### src/rtl/layer_mux_pkg.sv
// -----------------------------------------------------------------------------
// layer_mux_pkg
// Shared constants and helpers for the layer priority mux:
//   - RGB332 field positions and the 8-bit colour width
//   - default transparent colour key
//   - layer-index constant reported when no layer wins
//   - rgb888_t output struct and the RGB332 -> RGB888 expansion helper
// -----------------------------------------------------------------------------
package layer_mux_pkg;

  localparam int RGB_W   = 8;

  // RGB332 field positions: rrr_ggg_bb
  localparam int RED_MSB = 7;
  localparam int RED_LSB = 5;
  localparam int GRN_MSB = 4;
  localparam int GRN_LSB = 2;
  localparam int BLU_MSB = 1;
  localparam int BLU_LSB = 0;

  // Colour key meaning "this layer is not drawing here"
  localparam logic [RGB_W-1:0] TRANSPARENT_RGB_DEFAULT = 8'hFF;

  // Index reported on winLayer whenever the background (or blanking) is shown
  localparam int NO_LAYER_IDX = 0;

  typedef struct packed {
    logic [7:0] red;
    logic [7:0] green;
    logic [7:0] blue;
  } rgb888_t;

  // Bit-replicating expansion so full-scale fields map to 8'hFF and zero to 8'h00
  function automatic rgb888_t expand_rgb332(input logic [RGB_W-1:0] c);
    rgb888_t x;
    x.red   = {c[RED_MSB:RED_LSB], c[RED_MSB:RED_LSB], c[RED_MSB:RED_MSB-1]};
    x.green = {c[GRN_MSB:GRN_LSB], c[GRN_MSB:GRN_LSB], c[GRN_MSB:GRN_MSB-1]};
    x.blue  = {4{c[BLU_MSB:BLU_LSB]}};
    return x;
  endfunction

endpackage

### src/rtl/layer_prio_enc.sv
// -----------------------------------------------------------------------------
// layer_prio_enc
// Combinational lowest-index-first priority encoder.
// Ports:
//   req   [NUM_LAYERS-1:0]  request vector, bit 0 has highest priority
//   any                     at least one request bit is set
//   index [IDX_W-1:0]       index of the lowest set bit (NO_LAYER_IDX if none)
// -----------------------------------------------------------------------------
module layer_prio_enc
  import layer_mux_pkg::*;
#(
  parameter  int NUM_LAYERS = 16,
  localparam int IDX_W      = $clog2(NUM_LAYERS)
) (
  input  logic [NUM_LAYERS-1:0] req,
  output logic                  any,
  output logic [IDX_W-1:0]      index
);

  // Scan from the top down so the lowest set index is the last one written
  always_comb begin
    any   = |req;
    index = IDX_W'(NO_LAYER_IDX);
    for (int i = NUM_LAYERS - 1; i >= 0; i--) begin
      index = req[i] ? IDX_W'(i) : index;
    end
  end

endmodule

### src/rtl/layer_priority_mux.sv
// -----------------------------------------------------------------------------
// layer_priority_mux
// Two-stage pixel compositor: picks the lowest-index drawing layer (or the
// background), expands RGB332 to 24-bit colour and tracks per-frame overlap.
// Ports:
//   clk, reset            clock; asynchronous active-high reset
//   drawReq[N]            per-layer draw request for the current pixel
//   layerRGB[N*8]         per-layer RGB332 colour, layer i at [i*8 +: 8]
//   layerEnable[N]        per-layer enable mask (0 hides the layer)
//   backGroundRGB[8]      colour shown when no layer qualifies
//   pixelValid            visible-area qualifier
//   startOfFrame          one-cycle pulse on the first pixel of a frame
//   redOut/greenOut/blueOut  expanded colour, 2 cycles after the inputs
//   winValid, winLayer    output pixel came from a layer / which one
//   overlapLive[N]        sticky overlap flags for the frame in progress
//   overlapFrame[N]       overlap flags of the last completed frame
// -----------------------------------------------------------------------------
module layer_priority_mux
  import layer_mux_pkg::*;
#(
  parameter int               NUM_LAYERS      = 16,
  parameter logic [RGB_W-1:0] TRANSPARENT_RGB = TRANSPARENT_RGB_DEFAULT,
  parameter int               IDX_W           = $clog2(NUM_LAYERS)
) (
  input  logic                        clk,
  input  logic                        reset,
  input  logic [NUM_LAYERS-1:0]       drawReq,
  input  logic [NUM_LAYERS*RGB_W-1:0] layerRGB,
  input  logic [NUM_LAYERS-1:0]       layerEnable,
  input  logic [RGB_W-1:0]            backGroundRGB,
  input  logic                        pixelValid,
  input  logic                        startOfFrame,
  output logic [7:0]                  redOut,
  output logic [7:0]                  greenOut,
  output logic [7:0]                  blueOut,
  output logic                        winValid,
  output logic [IDX_W-1:0]            winLayer,
  output logic [NUM_LAYERS-1:0]       overlapLive,
  output logic [NUM_LAYERS-1:0]       overlapFrame
);

  localparam int ENC_W = $clog2(NUM_LAYERS);

  logic [NUM_LAYERS-1:0]       qual_s;
  logic [NUM_LAYERS-1:0]       qual_r;
  logic [NUM_LAYERS*RGB_W-1:0] rgb_r;
  logic [RGB_W-1:0]            bg_r;
  logic                        pix_valid_r;

  logic                        win_any_s;
  logic [ENC_W-1:0]            win_idx_s;
  logic [RGB_W-1:0]            sel_rgb_s;
  logic                        sel_valid_s;
  logic [IDX_W-1:0]            sel_idx_s;
  rgb888_t                     px_s;

  logic [7:0]                  red_r;
  logic [7:0]                  green_r;
  logic [7:0]                  blue_r;
  logic                        win_valid_r;
  logic [IDX_W-1:0]            win_layer_r;

  logic [NUM_LAYERS-1:0]       ovl_set_s;
  logic [NUM_LAYERS-1:0]       ovl_live_r;
  logic [NUM_LAYERS-1:0]       ovl_frame_r;

  // A layer takes part only if requested, enabled and not keyed transparent
  always_comb begin
    qual_s = '0;
    for (int i = 0; i < NUM_LAYERS; i++) begin
      qual_s[i] = drawReq[i] & layerEnable[i] &
                  (layerRGB[i*RGB_W +: RGB_W] != TRANSPARENT_RGB);
    end
  end

  // Stage 1: capture qualify vector, colours and pixel valid
  always_ff @(posedge clk or posedge reset) begin
    if (reset) begin
      qual_r      <= '0;
      rgb_r       <= '0;
      bg_r        <= 8'h00;
      pix_valid_r <= 1'b0;
    end else begin
      qual_r      <= qual_s;
      rgb_r       <= layerRGB;
      bg_r        <= backGroundRGB;
      pix_valid_r <= pixelValid;
    end
  end

  layer_prio_enc #(
    .NUM_LAYERS (NUM_LAYERS)
  ) u_prio_enc (
    .req   (qual_r),
    .any   (win_any_s),
    .index (win_idx_s)
  );

  // Winner / background / blanking selection for stage 2
  always_comb begin
    sel_rgb_s   = 8'h00;
    sel_valid_s = 1'b0;
    sel_idx_s   = IDX_W'(NO_LAYER_IDX);
    if (!pix_valid_r) begin
      sel_rgb_s   = 8'h00;
      sel_valid_s = 1'b0;
      sel_idx_s   = IDX_W'(NO_LAYER_IDX);
    end else if (win_any_s) begin
      sel_rgb_s   = rgb_r[win_idx_s*RGB_W +: RGB_W];
      sel_valid_s = 1'b1;
      sel_idx_s   = IDX_W'(win_idx_s);
    end else begin
      sel_rgb_s   = bg_r;
      sel_valid_s = 1'b0;
      sel_idx_s   = IDX_W'(NO_LAYER_IDX);
    end
  end

  assign px_s = expand_rgb332(sel_rgb_s);

  // Stage 2: registered expanded colour and winner information
  always_ff @(posedge clk or posedge reset) begin
    if (reset) begin
      red_r       <= 8'h00;
      green_r     <= 8'h00;
      blue_r      <= 8'h00;
      win_valid_r <= 1'b0;
      win_layer_r <= '0;
    end else begin
      red_r       <= px_s.red;
      green_r     <= px_s.green;
      blue_r      <= px_s.blue;
      win_valid_r <= sel_valid_s;
      win_layer_r <= sel_idx_s;
    end
  end

  // Layer i overlaps when some lower-index layer also qualifies on a visible pixel
  always_comb begin : ovl_comb
    logic lower_any;
    lower_any = 1'b0;
    ovl_set_s = '0;
    for (int i = 0; i < NUM_LAYERS; i++) begin
      ovl_set_s[i] = pix_valid_r & qual_r[i] & lower_any;
      lower_any    = lower_any | qual_r[i];
    end
  end

  // Overlap flags: frame pulse snapshots live (plus pending sets) and clears it
  always_ff @(posedge clk or posedge reset) begin
    if (reset) begin
      ovl_live_r  <= '0;
      ovl_frame_r <= '0;
    end else if (startOfFrame) begin
      ovl_frame_r <= ovl_live_r | ovl_set_s;
      ovl_live_r  <= '0;
    end else begin
      ovl_frame_r <= ovl_frame_r;
      ovl_live_r  <= ovl_live_r | ovl_set_s;
    end
  end

  assign redOut       = red_r;
  assign greenOut     = green_r;
  assign blueOut      = blue_r;
  assign winValid     = win_valid_r;
  assign winLayer     = win_layer_r;
  assign overlapLive  = ovl_live_r;
  assign overlapFrame = ovl_frame_r;

endmodule

### config.mk
export PLATFORM = sky130hd
export DESIGN_NAME = layer_priority_mux
export DESIGN_NICKNAME = d
export VERILOG_FILES = /design/src/rtl/layer_mux_pkg.sv /design/src/rtl/layer_prio_enc.sv /design/src/rtl/layer_priority_mux.sv
export SDC_FILE = /design/constraint.sdc
export NUM_CORES = 1
export LEC_CHECK = 0
export ABC_AREA = 1
export BUFFER_PORTS_ARGS = -buffer_cell sky130_fd_sc_hd__buf_2
export CORE_MARGIN = 1.5
export CORE_UTILIZATION = 46
export DETAILED_ROUTE_END_ITERATION = 10
export PLACE_DENSITY_LB_ADDON = 0.12
export REMOVE_ABC_BUFFERS = 1
export SLEW_MARGIN = 5
export SYNTH_ARGS = -nofsm -noshare
export SYNTH_HDL_FRONTEND = slang
export SYNTH_SLANG_ARGS = --single-unit
export TNS_END_PERCENT = 5
### constraint.sdc
create_clock -name clk -period 6 [get_ports clk]
set_clock_uncertainty 0.15 [all_clocks]
set_input_delay 0.3 -clock clk [delete_from_list [all_inputs] [get_ports clk]]
set_output_delay 0.3 -clock clk [all_outputs]
set_load 0.02 [all_outputs]
==> results.sh <==
export IMPL_worst_pin_slew_ps=1110
export IMPL_post_route_period_util=0.607
export IMPL_synth_warnings=0
export IMPL_combPwrFrac=0.166
export IMPL_final_nets=1259
export IMPL_finalSetupTns_ps=0
export IMPL_first_pass_iters=5
export IMPL_cts_sinks=196
export IMPL_synthTopCellsByArea="dfrtp_1 (66%), nand3_1 (9.8%), nand2_1 (7.3%)"
export IMPL_status="finished, final reports clean"
export IMPL_maxSlewHeadroom=0.258
export IMPL_crit_type="reg -> reg"
export IMPL_seq_area_frac_synth=0.656
export IMPL_fmax_mhz=275
export IMPL_worstHoldPathType="in -> reg"
export IMPL_yosys_area_top_type="dfrtp_1"
export IMPL_ys_top_cells_by_count="dfrtp_1 (196), nand3_1 (147), nand2_1 (145)"
export IMPL_power_clock_fraction=0.372
export IMPL_htree_num_levels=4
export IMPL_avgViaCountPerCell=5.06
export IMPL_antenna_found_initial=0
export IMPL_pin_count=233
export IMPL_cp_end_kind="flip-flop"
export IMPL_dp_hpwl_mm=14.7
export IMPL_area_growth_pct=44.6
export IMPL_gp_congestion=0.860
export IMPL_drt_iter0_drc=515
export IMPL_finalHoldWorstSlack_ps=11.8
export IMPL_syn_area_mm2=0.00747
export IMPL_ys_types=24
export IMPL_core_mm2=0.0159
export IMPL_cap_violations=0
export IMPL_die_area_mm2=0.0170
export IMPL_synth_area_per_cell_um2=10.3
export IMPL_grt_pass1_wl_mm=35.5
export IMPL_yosys_register_bits=196
export IMPL_ir_worst_vdd_mv=0.209
export IMPL_ant_nets=0
export IMPL_swShare=0.273
export IMPL_crit_required_ps=6180
export IMPL_cts_clk_slew_worst_paths_ps=70
export IMPL_cts_resized=0
export IMPL_fp_dieW_um=130
export IMPL_powerDensity_mw_per_mm2=289
export IMPL_grt_pass1_vias=6720
export IMPL_numCtsBuffers=17
export IMPL_power_internal_mw=2.27
export IMPL_diodes=0
export IMPL_cts_tree="built"
export IMPL_synth_edf_count=0
export IMPL_num_rows=46
export IMPL_cts_root_buf="clkbuf_16"
export IMPL_timing_final_max_slew_violations=0
export IMPL_cts_buffer_depth=2
export IMPL_grt_overflow=0
export IMPL_netlist_area_leader_share=0.656
export IMPL_layout_min_cycle_time_ps=3640
export IMPL_rsz0062_at_grt="false"
export IMPL_die_y_um=130
export IMPL_final_hold_violation_count=0
export IMPL_clk_latency_ps=430
export IMPL_final_layout_size_suffix_gt1_frac=0.247
export IMPL_via_count=6655
export IMPL_p_leak_nw=5.42
export IMPL_start_util=0.471
export IMPL_start_kind="flip-flop"
export IMPL_grt_max_degree=126
export IMPL_crit_arrival_ps=3820
export IMPL_groute_usage_overall=0.285
export IMPL_wire_per_inst_um=17.8
export IMPL_yosys_cell_count_top_type="dfrtp_1"
export IMPL_drc=0
export IMPL_drt_total_wl_mm=23.4
export IMPL_synth_async_reset_ratio=1.00
export IMPL_synthFlopType="dfrtp_1"
export IMPL_p_sw_uw=850
export IMPL_setup_violations=0
export IMPL_power_frac_seq=0.462
export IMPL_portBuffers=230
export IMPL_netlist_instances=727
export IMPL_cp_max_fo=50
==> final cells by class <==
class / instances / area (µm²)
clock buffer: 18 / 429
clock inverter: 13 / 174
fill: 1217 / 5080
inverter: 32 / 128
multi-input combinational: 448 / 2140
sequential: 196 / 4900
tap: 216 / 270
timing repair buffer: 392 / 2770
==> sequential cells by signal (all words and copies together), names as in the netlist <==
| signal | cells |
|---|---|
| overlapLive | 15 |
| winValid | 1 |
| bg_r | 8 |
| redOut | 3 |
| overlapFrame | 15 |
| rgb_r | 128 |
| winLayer | 4 |
| blueOut | 2 |
| greenOut | 3 |
| pix_valid_r | 1 |
| qual_r | 16 |
==> timing repair <==
action	in CTS	in global routing
hold buffers	158	1
hold endpoints to repair	273	1
setup buffers	0	0
==> through the flow <==
step | cells | cell area [µm²] | power, mW | utilization | setup slack [ps]
2_1_floorplan | 676 | 7150 | 1.70 | - | 209
3_3_place_gp | 1125 | 8610 | 1.90 | 0.542 | 2450
3_5_place_dp | 1125 | 8610 | 1.90 | 0.542 | 2410
4_1_cts | 1314 | 10800 | 3.13 | 0.680 | 2390
5_1_grt | 1315 | 10800 | 3.25 | 0.680 | 1930
6_report | 1315 | 10800 | 3.12 | 0.680 | 2360
==> power by group through the flow <==
stage | sequential (mW) | clock, mW | combinational (mW)
3_5_place_dp | 1.47 | 0 | 0.432
3_3_place_gp | 1.47 | 0 | 0.431
6_report | 1.44 | 1.16 | 0.518
4_1_cts | 1.44 | 1.17 | 0.512
5_1_grt | 1.45 | 1.23 | 0.570
2_1_floorplan | 1.50 | 0 | 0.193
==> path summary, 6_finish.rpt <==
check,start,endpoint,slack (ps),depth (start not counted)
worst max-delay path,qual_r[14]$_DFF_PP0_,greenOut[4]$_DFF_PP0_,2360,24
worst min-delay path,layerEnable[0],qual_r[0]$_DFF_PP0_,10,2
worst max register to register,qual_r[14]$_DFF_PP0_,greenOut[4]$_DFF_PP0_,2360,24
worst min register to register,overlapFrame[9]$_DFFE_PP0P_,overlapFrame[9]$_DFFE_PP0P_,330,2
max in group asynchronous,reset,overlapFrame[12]$_DFFE_PP0P_,3900,4
min in group asynchronous,reset,rgb_r[86]$_DFF_PP0_,420,3
==> placed cells by master (no fill, tap or decap) <==
cell / count
o21ai_0: 19
a21oi_4: 1
inv_6: 3
nor3_1: 2
nand4_1: 32
inv_8: 2
o211a_1: 16
o311ai_1: 1
clkinv_4: 1
a31o_2: 1
inv_2: 3
a21oi_1: 2
clkinv_1: 1
clkinvlp_4: 5
dfrtp_1: 196
bufinv_16: 3
inv_1: 27
clkbuf_1: 1
nand2_2: 2
buf_2: 230
clkbuf_16: 17
nor2_1: 64
buf_4: 3
a31oi_1: 13
nor2_2: 1
dlygate4sd3_1: 159
nand2_1: 145
conb_1: 2
nand3_1: 147
==> worst max-delay path, cell delays in order (launching register included) <==
cell and delay (ps):
dfrtp_1 370, inv_1 60, nand2_1 50, nand2_1 50, nand2_1 50, nand2_1 40
nand2_1 50, nand2_1 40, nand2_1 50, nand2_1 50, nand2_1 50, nand2_1 40
nand2_1 50, nand2_1 40, nand2_1 60, nand2_2 510, nand2_2 530, buf_4 490
inv_2 240, nand2_1 120, nand3_1 70, nand2_1 110, nor2_1 40, nor2_1 130
nor2_1 60
==> cells by family (layout without fill, tap and decap cells) <==
logic type / after synthesis / in the layout / synth area share
AO/OA/AOI/OAI: 53 / 53 / 0.0499
buffers and inverters: 84 / 455 / 0.0594
AND/OR/NAND/NOR: 393 / 393 / 0.234
other: 1 / 2 / 0.000502
flip-flops: 196 / 196 / 0.656
==> layer usage <==
| metal | global-route usage | up-vias | wire (µm) |
|---|---|---|---|
| met4 | 0.0957 | 0 | 488 |
| met2 | 0.480 | 247 | 11500 |
| met5 | 0 | - | 0 |
| met3 | 0.0562 | 35 | 1420 |
| li1 | - | 3139 | - |
| met1 | 0.372 | 3234 | 9970 |
(Power assumes the default switching activity.)
